--- config.mk ---
export PLATFORM = sky130hd
export DESIGN_NAME = jtopl_timer_ctrl_flat
export DESIGN_NICKNAME = d
export VERILOG_FILES = /design/src/rtl/jtopl_timer_ctrl_pkg.sv /design/src/rtl/jtopl_timer_ctrl_if.sv /design/src/rtl/jtopl_timer_ctrl.sv /design/src/flat_wrapper.sv
export SDC_FILE = /design/constraint.sdc
export NUM_CORES = 1
export LEC_CHECK = 0
export ABC_CLOCK_PERIOD_IN_PS = 3100
export CELL_PAD_IN_SITES_DETAIL_PLACEMENT = 1
export CELL_PAD_IN_SITES_GLOBAL_PLACEMENT = 1
export CORE_MARGIN = 3
export CORE_UTILIZATION = 40
export CTS_CLUSTER_SIZE = 30
export DETAILED_ROUTE_END_ITERATION = 10
export HOLD_SLACK_MARGIN = 0.05
export PLACE_DENSITY_LB_ADDON = 0.1
export SLEW_MARGIN = 20
export SYNTH_ARGS = -nofsm -noshare
export SYNTH_HDL_FRONTEND = slang
export SYNTH_SLANG_ARGS = --single-unit
--- constraint.sdc ---
create_clock -name clk -period 3.1 [get_ports clk]
set_clock_uncertainty 0.2 [all_clocks]
set_input_delay 0.31 -clock clk [delete_from_list [all_inputs] [get_ports clk]]
set_output_delay 0.31 -clock clk [all_outputs]
set_load 0.005 [all_outputs]
--- src/rtl/jtopl_timer_ctrl_pkg.sv ---
// Shared constants for the OPL timer control block: register map,
// control-byte fields and status-byte layout.
package jtopl_timer_ctrl_pkg;

  // Host port select (addr input)
  localparam logic PORT_ADDR = 1'b0;
  localparam logic PORT_DATA = 1'b1;

  // Register map
  localparam logic [7:0] REG_VALUE_A = 8'h02;
  localparam logic [7:0] REG_VALUE_B = 8'h03;
  localparam logic [7:0] REG_CTRL    = 8'h04;

  // Control register fields (REG_CTRL)
  localparam int CTRL_CLR_BIT       = 7; // 1: clear both flags, rest ignored
  localparam int CTRL_MASK_A_BIT    = 6; // 1: flag A disabled
  localparam int CTRL_MASK_B_BIT    = 5; // 1: flag B disabled
  localparam int CTRL_LOAD_B_BIT    = 1;
  localparam int CTRL_LOAD_A_BIT    = 0;

  // Status byte layout
  localparam int STAT_IRQ_BIT    = 7;
  localparam int STAT_FLAG_A_BIT = 6;
  localparam int STAT_FLAG_B_BIT = 5;

  // Snapshot of the register-side outputs
  typedef struct packed {
    logic [7:0] value_a;
    logic [7:0] value_b;
    logic       load_a;
    logic       load_b;
    logic       flagen_a;
    logic       flagen_b;
  } timer_regs_t;

  function automatic logic [7:0] status_byte(input logic fa, input logic fb);
    logic [7:0] s;
    s = 8'h00;
    s[STAT_IRQ_BIT]    = fa | fb;
    s[STAT_FLAG_A_BIT] = fa;
    s[STAT_FLAG_B_BIT] = fb;
    return s;
  endfunction

endpackage

--- src/rtl/jtopl_timer_ctrl_if.sv ---
// Host bus of the timer control block: chip select, write strobe,
// port select, write data, status read-back and busy.
interface jtopl_timer_ctrl_if;
  logic       cs_n;
  logic       wr_n;
  logic       addr;
  logic [7:0] din;
  logic [7:0] dout;
  logic       busy;

  modport master (
    output cs_n, wr_n, addr, din,
    input  dout, busy
  );

  modport slave (
    input  cs_n, wr_n, addr, din,
    output dout, busy
  );
endinterface

--- src/rtl/jtopl_timer_ctrl.sv ---
// OPL timer control: decodes host writes into timer start values,
// run levels, flag enables and flag-clear pulses, and models the
// chip's write-absorb busy time with a cenop-paced down-counter.
module jtopl_timer_ctrl
  import jtopl_timer_ctrl_pkg::*;
#(
  parameter int ADDR_WAIT = 4,
  parameter int DATA_WAIT = 24
) (
  input  logic                 clk,
  input  logic                 rst,
  input  logic                 cenop,
  jtopl_timer_ctrl_if.slave    bus,
  input  logic                 flag_A,
  input  logic                 flag_B,
  output logic [7:0]           value_A,
  output logic [7:0]           value_B,
  output logic                 load_A,
  output logic                 load_B,
  output logic                 flagen_A,
  output logic                 flagen_B,
  output logic                 clr_flag_A,
  output logic                 clr_flag_B
);

  localparam logic [7:0] ADDR_LD = 8'(ADDR_WAIT);
  localparam logic [7:0] DATA_LD = 8'(DATA_WAIT);

  logic       strobe;
  logic       strobe_q;
  logic       wr_ev;
  logic [7:0] sel;
  logic [7:0] busy_cnt;

  // A held strobe is one event; history clears on reset so a strobe
  // still low at reset release is seen as a fresh write.
  assign strobe = ~bus.cs_n & ~bus.wr_n;
  assign wr_ev  = strobe & ~strobe_q;

  assign bus.busy = (busy_cnt != 8'd0);
  assign bus.dout = status_byte(flag_A, flag_B);

  // Strobe history for edge detection
  always_ff @(posedge clk or posedge rst) begin
    if (rst) strobe_q <= 1'b0;
    else     strobe_q <= strobe;
  end

  // Busy counter: a write reload takes priority over the cenop decrement
  always_ff @(posedge clk or posedge rst) begin
    if (rst) begin
      busy_cnt <= 8'd0;
    end else if (wr_ev) begin
      busy_cnt <= (bus.addr == PORT_ADDR) ? ADDR_LD : DATA_LD;
    end else if (cenop && busy_cnt != 8'd0) begin
      busy_cnt <= busy_cnt - 8'd1;
    end
  end

  // Register select and data decode; clear pulses last exactly one clk
  always_ff @(posedge clk or posedge rst) begin
    if (rst) begin
      sel        <= 8'h00;
      value_A    <= 8'h00;
      value_B    <= 8'h00;
      load_A     <= 1'b0;
      load_B     <= 1'b0;
      flagen_A   <= 1'b1;
      flagen_B   <= 1'b1;
      clr_flag_A <= 1'b0;
      clr_flag_B <= 1'b0;
    end else begin
      clr_flag_A <= 1'b0;
      clr_flag_B <= 1'b0;
      if (wr_ev) begin
        if (bus.addr == PORT_ADDR) begin
          sel <= bus.din;
        end else begin
          case (sel)
            REG_VALUE_A: value_A <= bus.din;
            REG_VALUE_B: value_B <= bus.din;
            REG_CTRL: begin
              if (bus.din[CTRL_CLR_BIT]) begin
                clr_flag_A <= 1'b1;
                clr_flag_B <= 1'b1;
              end else begin
                flagen_A <= ~bus.din[CTRL_MASK_A_BIT];
                flagen_B <= ~bus.din[CTRL_MASK_B_BIT];
                load_A   <= bus.din[CTRL_LOAD_A_BIT];
                load_B   <= bus.din[CTRL_LOAD_B_BIT];
              end
            end
            default: ;
          endcase
        end
      end
    end
  end

endmodule
--- src/flat_wrapper.sv ---
// flat-port wrapper written by rule: the top's interface ports become plain ports
module jtopl_timer_ctrl_flat import jtopl_timer_ctrl_pkg::*;
#(
  parameter int ADDR_WAIT = 4,
  parameter int DATA_WAIT = 24
)
  (clk, rst, cenop, flag_A, flag_B, value_A, value_B, load_A, load_B, flagen_A, flagen_B, clr_flag_A, clr_flag_B, bus_cs_n, bus_wr_n, bus_addr, bus_din, bus_dout, bus_busy);
  jtopl_timer_ctrl_if bus_i ();
  input  logic clk;
  input  logic rst;
  input  logic cenop;
  input  logic flag_A;
  input  logic flag_B;
  output logic [7:0] value_A;
  output logic [7:0] value_B;
  output logic load_A;
  output logic load_B;
  output logic flagen_A;
  output logic flagen_B;
  output logic clr_flag_A;
  output logic clr_flag_B;
  input wire logic [$bits(bus_i.cs_n)-1:0] bus_cs_n;
  input wire logic [$bits(bus_i.wr_n)-1:0] bus_wr_n;
  input wire logic [$bits(bus_i.addr)-1:0] bus_addr;
  input wire logic [$bits(bus_i.din)-1:0] bus_din;
  output wire logic [$bits(bus_i.dout)-1:0] bus_dout;
  output wire logic [$bits(bus_i.busy)-1:0] bus_busy;
  assign bus_i.cs_n = bus_cs_n;
  assign bus_i.wr_n = bus_wr_n;
  assign bus_i.addr = bus_addr;
  assign bus_i.din = bus_din;
  assign bus_dout = bus_i.dout;
  assign bus_busy = bus_i.busy;
  jtopl_timer_ctrl #(.ADDR_WAIT(ADDR_WAIT), .DATA_WAIT(DATA_WAIT)) u_core (.clk(clk), .rst(rst), .cenop(cenop), .bus(bus_i), .flag_A(flag_A), .flag_B(flag_B), .value_A(value_A), .value_B(value_B), .load_A(load_A), .load_B(load_B), .flagen_A(flagen_A), .flagen_B(flagen_B), .clr_flag_A(clr_flag_A), .clr_flag_B(clr_flag_B));
endmodule
==> out/results.tsv, run 1 <==
metric	value	unit
status	completed	
synthCells	133	
cts.path.max_buffers	2	
min_period_over_period	82.97	%
synth_area	0.001715	mm2
ant_nets	0	
r2r_slack	1.00	ns
slowest_delay	0.51	ns
globalRouteOverflowTotal	0	
cp-start-kind	flop	
period_needed	2.572	ns
yosysTopAreaCell	dfrtp_1	
drt_drc_violations_left	0	
nets	195	
final-max-slew-violation-count	0	
diodes	0	
rsz0062_at_grt	no	
vias	1226	
die_h	71.49	um
post_drt_via_cell_ratio	5.354	
fp.dieW	71.49	um
syn_area_per_cell	12.90	um2
r2r_start	u_core.busy_cnt[0]	
pwr-share-seq	49.7	%
routed_wl	3.871	mm
synth.top_cell.area_share	52.52	%
max_cap_viol_count	0	
slew_headroom	51.60	%
syn2layout_area_growth	31.44	%
clkLatencyLatePin	0.28	ns
start_util	42.28	%
crit_path_top_delay_cell	nor3b_1	
hpwl	2.875	mm
wl_per_cell	16.90	um
power_density	587.1	mW/mm2
antenna_found_initial	0	
max_freq	0.3888	GHz
rr_endpoint	u_core.busy_cnt[1]	
post_cts_resized	0	
total_power	1.324	mW
worst_slew_pin_slew	0.7194	ns
arrival	2.06	ns
crit_chain	inv_1, ha_1, nor3b_1, nand2_1, clkdlybuf4s50_1	
leakage	1.021	nW
grt_usage	17.08	%
cp_data_required_time	2.59	ns
boundaryPins	47	
post-route-cell-area	0.002255	mm2
grt_pass1_wl	6.824	mm
clock-sinks	38	
rr_worst_depth	5	
port_buffers	41	
row_count	23	
synth-seq-cells	38	
cts_tree	built	
grt_pass1_vias	1393	
drt_iter0_markers	25	
clkSlewWorstSetupHoldPaths	0.07	ns
die-area	0.005110	mm2
switching_share	29.77	%
synth-warning-count	0	
gp_congestion	0.7489	
cts_buffers	5	
cp-end-kind	output pin	
setup.worst_path.class	flop to output pin	
min_path_type	input pin to asynchronous set/reset pin	
seq_area_frac_synth	55.58	%
fin_ws	0.5279	ns
setup_viol	0	
cp_max_fo	5	
synth_area_leaders	dfrtp_1, mux2_2, buf_4, dfstp_2, a21oi_1	
dp_slack	0.6640	ns
grt_max_degree	39	
core_area	0.004058	mm2
comb_power_share	24.3	%
fin_tns_setup	0	ns
synth_cell_types	37	
ir_drop	0.3351	mV
hold_viol	0	
place_area	0.002163	mm2
firstDrtPassIters	3	
p_sw	0.3940	mW
cts_setup_buffers	0	
holdBufCountCts	0	
cts_htree_levels	2	
cts_root_buf	clkbuf_8	
intPower	0.9296	mW
clockPowerShare	26.0	%
drive_gt1_share	24.58	%
## metal layers
metal	vias to the layer above	routed length, um	track usage, %
met2	25	2115	29.39
met1	628	1569	19.98
met3	6	124	3.647
li1	567	-	-
met5	-	0	0
met4	0	61	8.768
## metrics by stage
| stage | util (%) | std cells | hold WS [ns] |
|---|---|---|---|
| floorplan | - | 137 | 0.1654 |
| global placement | 53.31 | 221 | 0.2590 |
| detailed placement | 53.31 | 221 | 0.2685 |
| CTS | 55.57 | 229 | 0.2719 |
| global route | 55.57 | 229 | 0.2981 |
| finish | 55.57 | 229 | 0.2498 |
## state kept, by name, summed over array words and instances, names as in the netlist
| signal | count |
|---|---|
| u_core.busy_cnt | 8 |
| u_core.clr_flag_B | 1 |
| u_core.flagen_A | 1 |
| u_core.flagen_B | 1 |
| u_core.load_A | 1 |
| u_core.load_B | 1 |
| u_core.sel | 8 |
| u_core.strobe_q | 1 |
| u_core.value_A | 8 |
| u_core.value_B | 8 |
## logic make-up after synthesis
family / after synthesis / synth area share, %
simple gates: 32 / 12.76
compound gates: 16 / 6.127
mux: 30 / 19.47
fa+ha+maj: 1 / 0.7293
other cells: 1 / 0.2186
buf+inv: 15 / 5.106
flops: 38 / 55.58
## critical path, delay by kind of cell, from the launching register on
family                   cells  cell delay [ns]
adder cells (fa/ha/maj)      1             0.21
buffers and inverters        2             0.55
flip-flops                   1             0.40
AND/OR/NAND/NOR              2             0.61
## layout make-up
class	instances	area, um2
fillers	407	1803
flip-flops and latches	38	953.4
multi-input cells	84	695.7
repair buffers	44	432.9
clock buffers	7	86.33
well taps	50	62.56
inverters	5	18.77
clock inverters	1	5.005
## worst max path at each step
stage / start / to / slack, ns / cells after the start
2_1_floorplan: u_core.busy_cnt[5] / u_core.busy_cnt[7] / 1.26 / 3
3_3_place_gp: bus_addr / u_core.value_B[6] / 0.72 / 4
3_5_place_dp: bus_addr / u_core.value_B[6] / 0.66 / 4
4_1_cts: u_core.busy_cnt[0] / bus_busy / 0.49 / 5
5_1_grt: u_core.busy_cnt[0] / bus_busy / 0.32 / 5
6_report: u_core.busy_cnt[0] / bus_busy / 0.53 / 5
## cells in the mapped netlist (all sizes together)
cell type / number
dfrtp: 36
mux2: 27
buf: 9
a21oi: 7
inv: 5
nand2: 5
nor2: 4
mux2i: 3
nand4: 3
nor4b: 3
a211o: 2
dfstp: 2
nor3b: 2
nor4: 2
o21ai: 2
or2: 2
or4: 2
a2111o: 1
a21boi: 1
a31oi: 1
and3b: 1
and4: 1
clkbuf: 1
conb: 1
ha: 1
nand4b: 1
nand4bb: 1
nor2b: 1
nor3: 1
nor4bb: 1
o2111ai: 1
o41ai: 1
or3: 1
or4b: 1
## power by group through the flow
| stage | Clock, mW | Combinational, mW | Sequential (mW) |
|---|---|---|---|
| 2_1_floorplan | 0 | 0.212 | 0.646 |
| 3_3_place_gp | 0 | 0.304 | 0.662 |
| 3_5_place_dp | 0 | 0.325 | 0.668 |
| 4_1_cts | 0.355 | 0.327 | 0.658 |
| 5_1_grt | 0.379 | 0.364 | 0.676 |
| 6_report | 0.344 | 0.321 | 0.658 |
## cell usage in the layout (no fill, tap or decap), types with 4 or more instances in the layout
| cell | n |
|---|---|
| nor2_1 | 4 |
| inv_1 | 5 |
| conb_1 | 5 |
| a21oi_1 | 7 |
| clkdlybuf4s50_1 | 41 |
| clkbuf_8 | 6 |
| nand2_1 | 5 |
| dfrtp_1 | 36 |
| mux2_2 | 27 |
Power figures use the tool's default switching activity.
==> inputs of run 2 (changes only) <==
Settings changed: ABC_CLOCK_PERIOD_IN_PS 3100 to 2500, CORE_UTILIZATION 40 to 37.
Clock period 3.1 ns to 2.5 ns, I/O delays scaled along.
==> out/results.tsv, run 2 (synthesized netlist as in run 1, its figures left out) <==
metric	value	unit
final-max-slew-violation-count	0	
cts_setup_buffers	0	
port_buffers	41	
drive_gt1_share	27.03	%
cp_data_required_time	2.05	ns
row_count	24	
leakage	1.048	nW
setup_viol	0	
post_cts_resized	0	
cp-start-kind	flop	
start_util	38.86	%
cp-end-kind	output pin	
drt_iter0_markers	32	
vias	1260	
cts.path.max_buffers	2	
hpwl	3.066	mm
min_period_over_period	91.63	%
instances_no_fill	237	
cts_root_buf	clkbuf_8	
die_h	74.09	um
drt_drc_violations_left	0	
total_power	1.672	mW
post_drt_via_cell_ratio	5.316	
gp_congestion	0.8721	
fp.dieW	74.09	um
nets	201	
cts_buffers	5	
wl_met1	1.588	mm
wl_per_cell	16.79	um
wl_met2	2.144	mm
final_cell_mix	clkdlybuf4s50_1, dfrtp_1, mux2_2, buf_4, a21oi_1	
arrival	1.84	ns
power_density	726.4	mW/mm2
layout_commonest_cell	clkdlybuf4s50_1	
clock-sinks	38	
max_freq	0.4365	GHz
final_util	52.15	%
period_needed	2.291	ns
ant_nets	0	
holdBufCountCts	0	
hold_viol	0	
place_inst	229	
min_path_type	input pin to asynchronous set/reset pin	
globalRouteOverflowTotal	0	
dr_wl_met3	217	um
cts_tree	built	
antenna_found_initial	0	
ir_drop	0.3432	mV
rsz0062_at_grt	no	
die-area	0.005489	mm2
routed.top_layer	met4	
grt_pass1_wl	6.727	mm
boundaryPins	47	
core_area	0.004414	mm2
grt_usage	16.32	%
clkSlewWorstSetupHoldPaths	0.07	ns
cts_htree_levels	2	
fin_tns_setup	0	ns
setup.worst_path.class	flop to output pin	
cp_max_fo	4	
grt_pass1_vias	1343	
syn2layout_area_growth	34.21	%
status	completed	
routed_wl	3.980	mm
grt_max_degree	39	
diodes	0	
firstDrtPassIters	4	
clkLatencyLatePin	0.28	ns
max_cap_viol_count	0	
[run 2: cell types whose count changed in the layout (fill, tap and decap cells not counted), sizes merged]
cell	previous run	this run
buf	3	9
[run 2: metrics by stage]
step / hold slack (ns) / area, um2 / setup WS [ns]
final: 0.1946 / 2302 / 0.2093
after global routing: 0.2447 / 2302 / 0.05312
after CTS: 0.2134 / 2302 / 0.1945
after detailed placement: 0.2769 / 2211 / 0.2661
after global placement: 0.2725 / 2211 / 0.3337
after floorplan: 0.1054 / 1730 / 0.6567
[run 2: worst max-delay path, cell delays in order, from the launching register on]
cell and delay (ns):
dfrtp_1 0.42, inv_1 0.09, ha_1 0.21, nor3b_1 0.30
nand2_1 0.09, clkdlybuf4s50_1 0.45
[run 2: layer usage]
layer / vias to the layer above / track usage [%]
li1: 581 / -
met1: 638 / 19.09
met2: 36 / 28.25
met3: 5 / 5.135
met4: 0 / 5.634
met5: - / 0
[run 2: path summary, 6_finish.rpt]
| path | depth (start not counted) | to | slack, ns | startpoint |
|---|---|---|---|---|
| max in group asynchronous | 3 | u_core.flagen_B | 1.55 | rst |
| worst max register to register | 6 | u_core.busy_cnt[1] | 0.53 | u_core.busy_cnt[0] |
| worst min-delay path | 3 | u_core.value_B[4] | 0.19 | rst |
| worst min register to register | 2 | u_core.flagen_B | 0.28 | u_core.flagen_B |
| min in group clk | 2 | u_core.flagen_B | 0.28 | u_core.flagen_B |
| worst max-delay path | 5 | bus_busy | 0.21 | u_core.busy_cnt[0] |
[run 2: layout make-up]
cell class / instances / area, um2
clock buffer: 7 / 86.33
clock inverter: 1 / 5.005
timing repair buffer: 50 / 478.0
sequential: 38 / 953.4
tap: 52 / 65.06
multi-input combinational: 84 / 695.7
inverter: 5 / 18.77
fill: 460 / 2112
[run 2: power by group]
| part | internal (mW) | switching, mW | total (mW) |
|---|---|---|---|
| clock network | 0.222 | 0.199 | 0.421 |
| logic | 0.234 | 0.191 | 0.425 |
| registers | 0.717 | 0.109 | 0.826 |
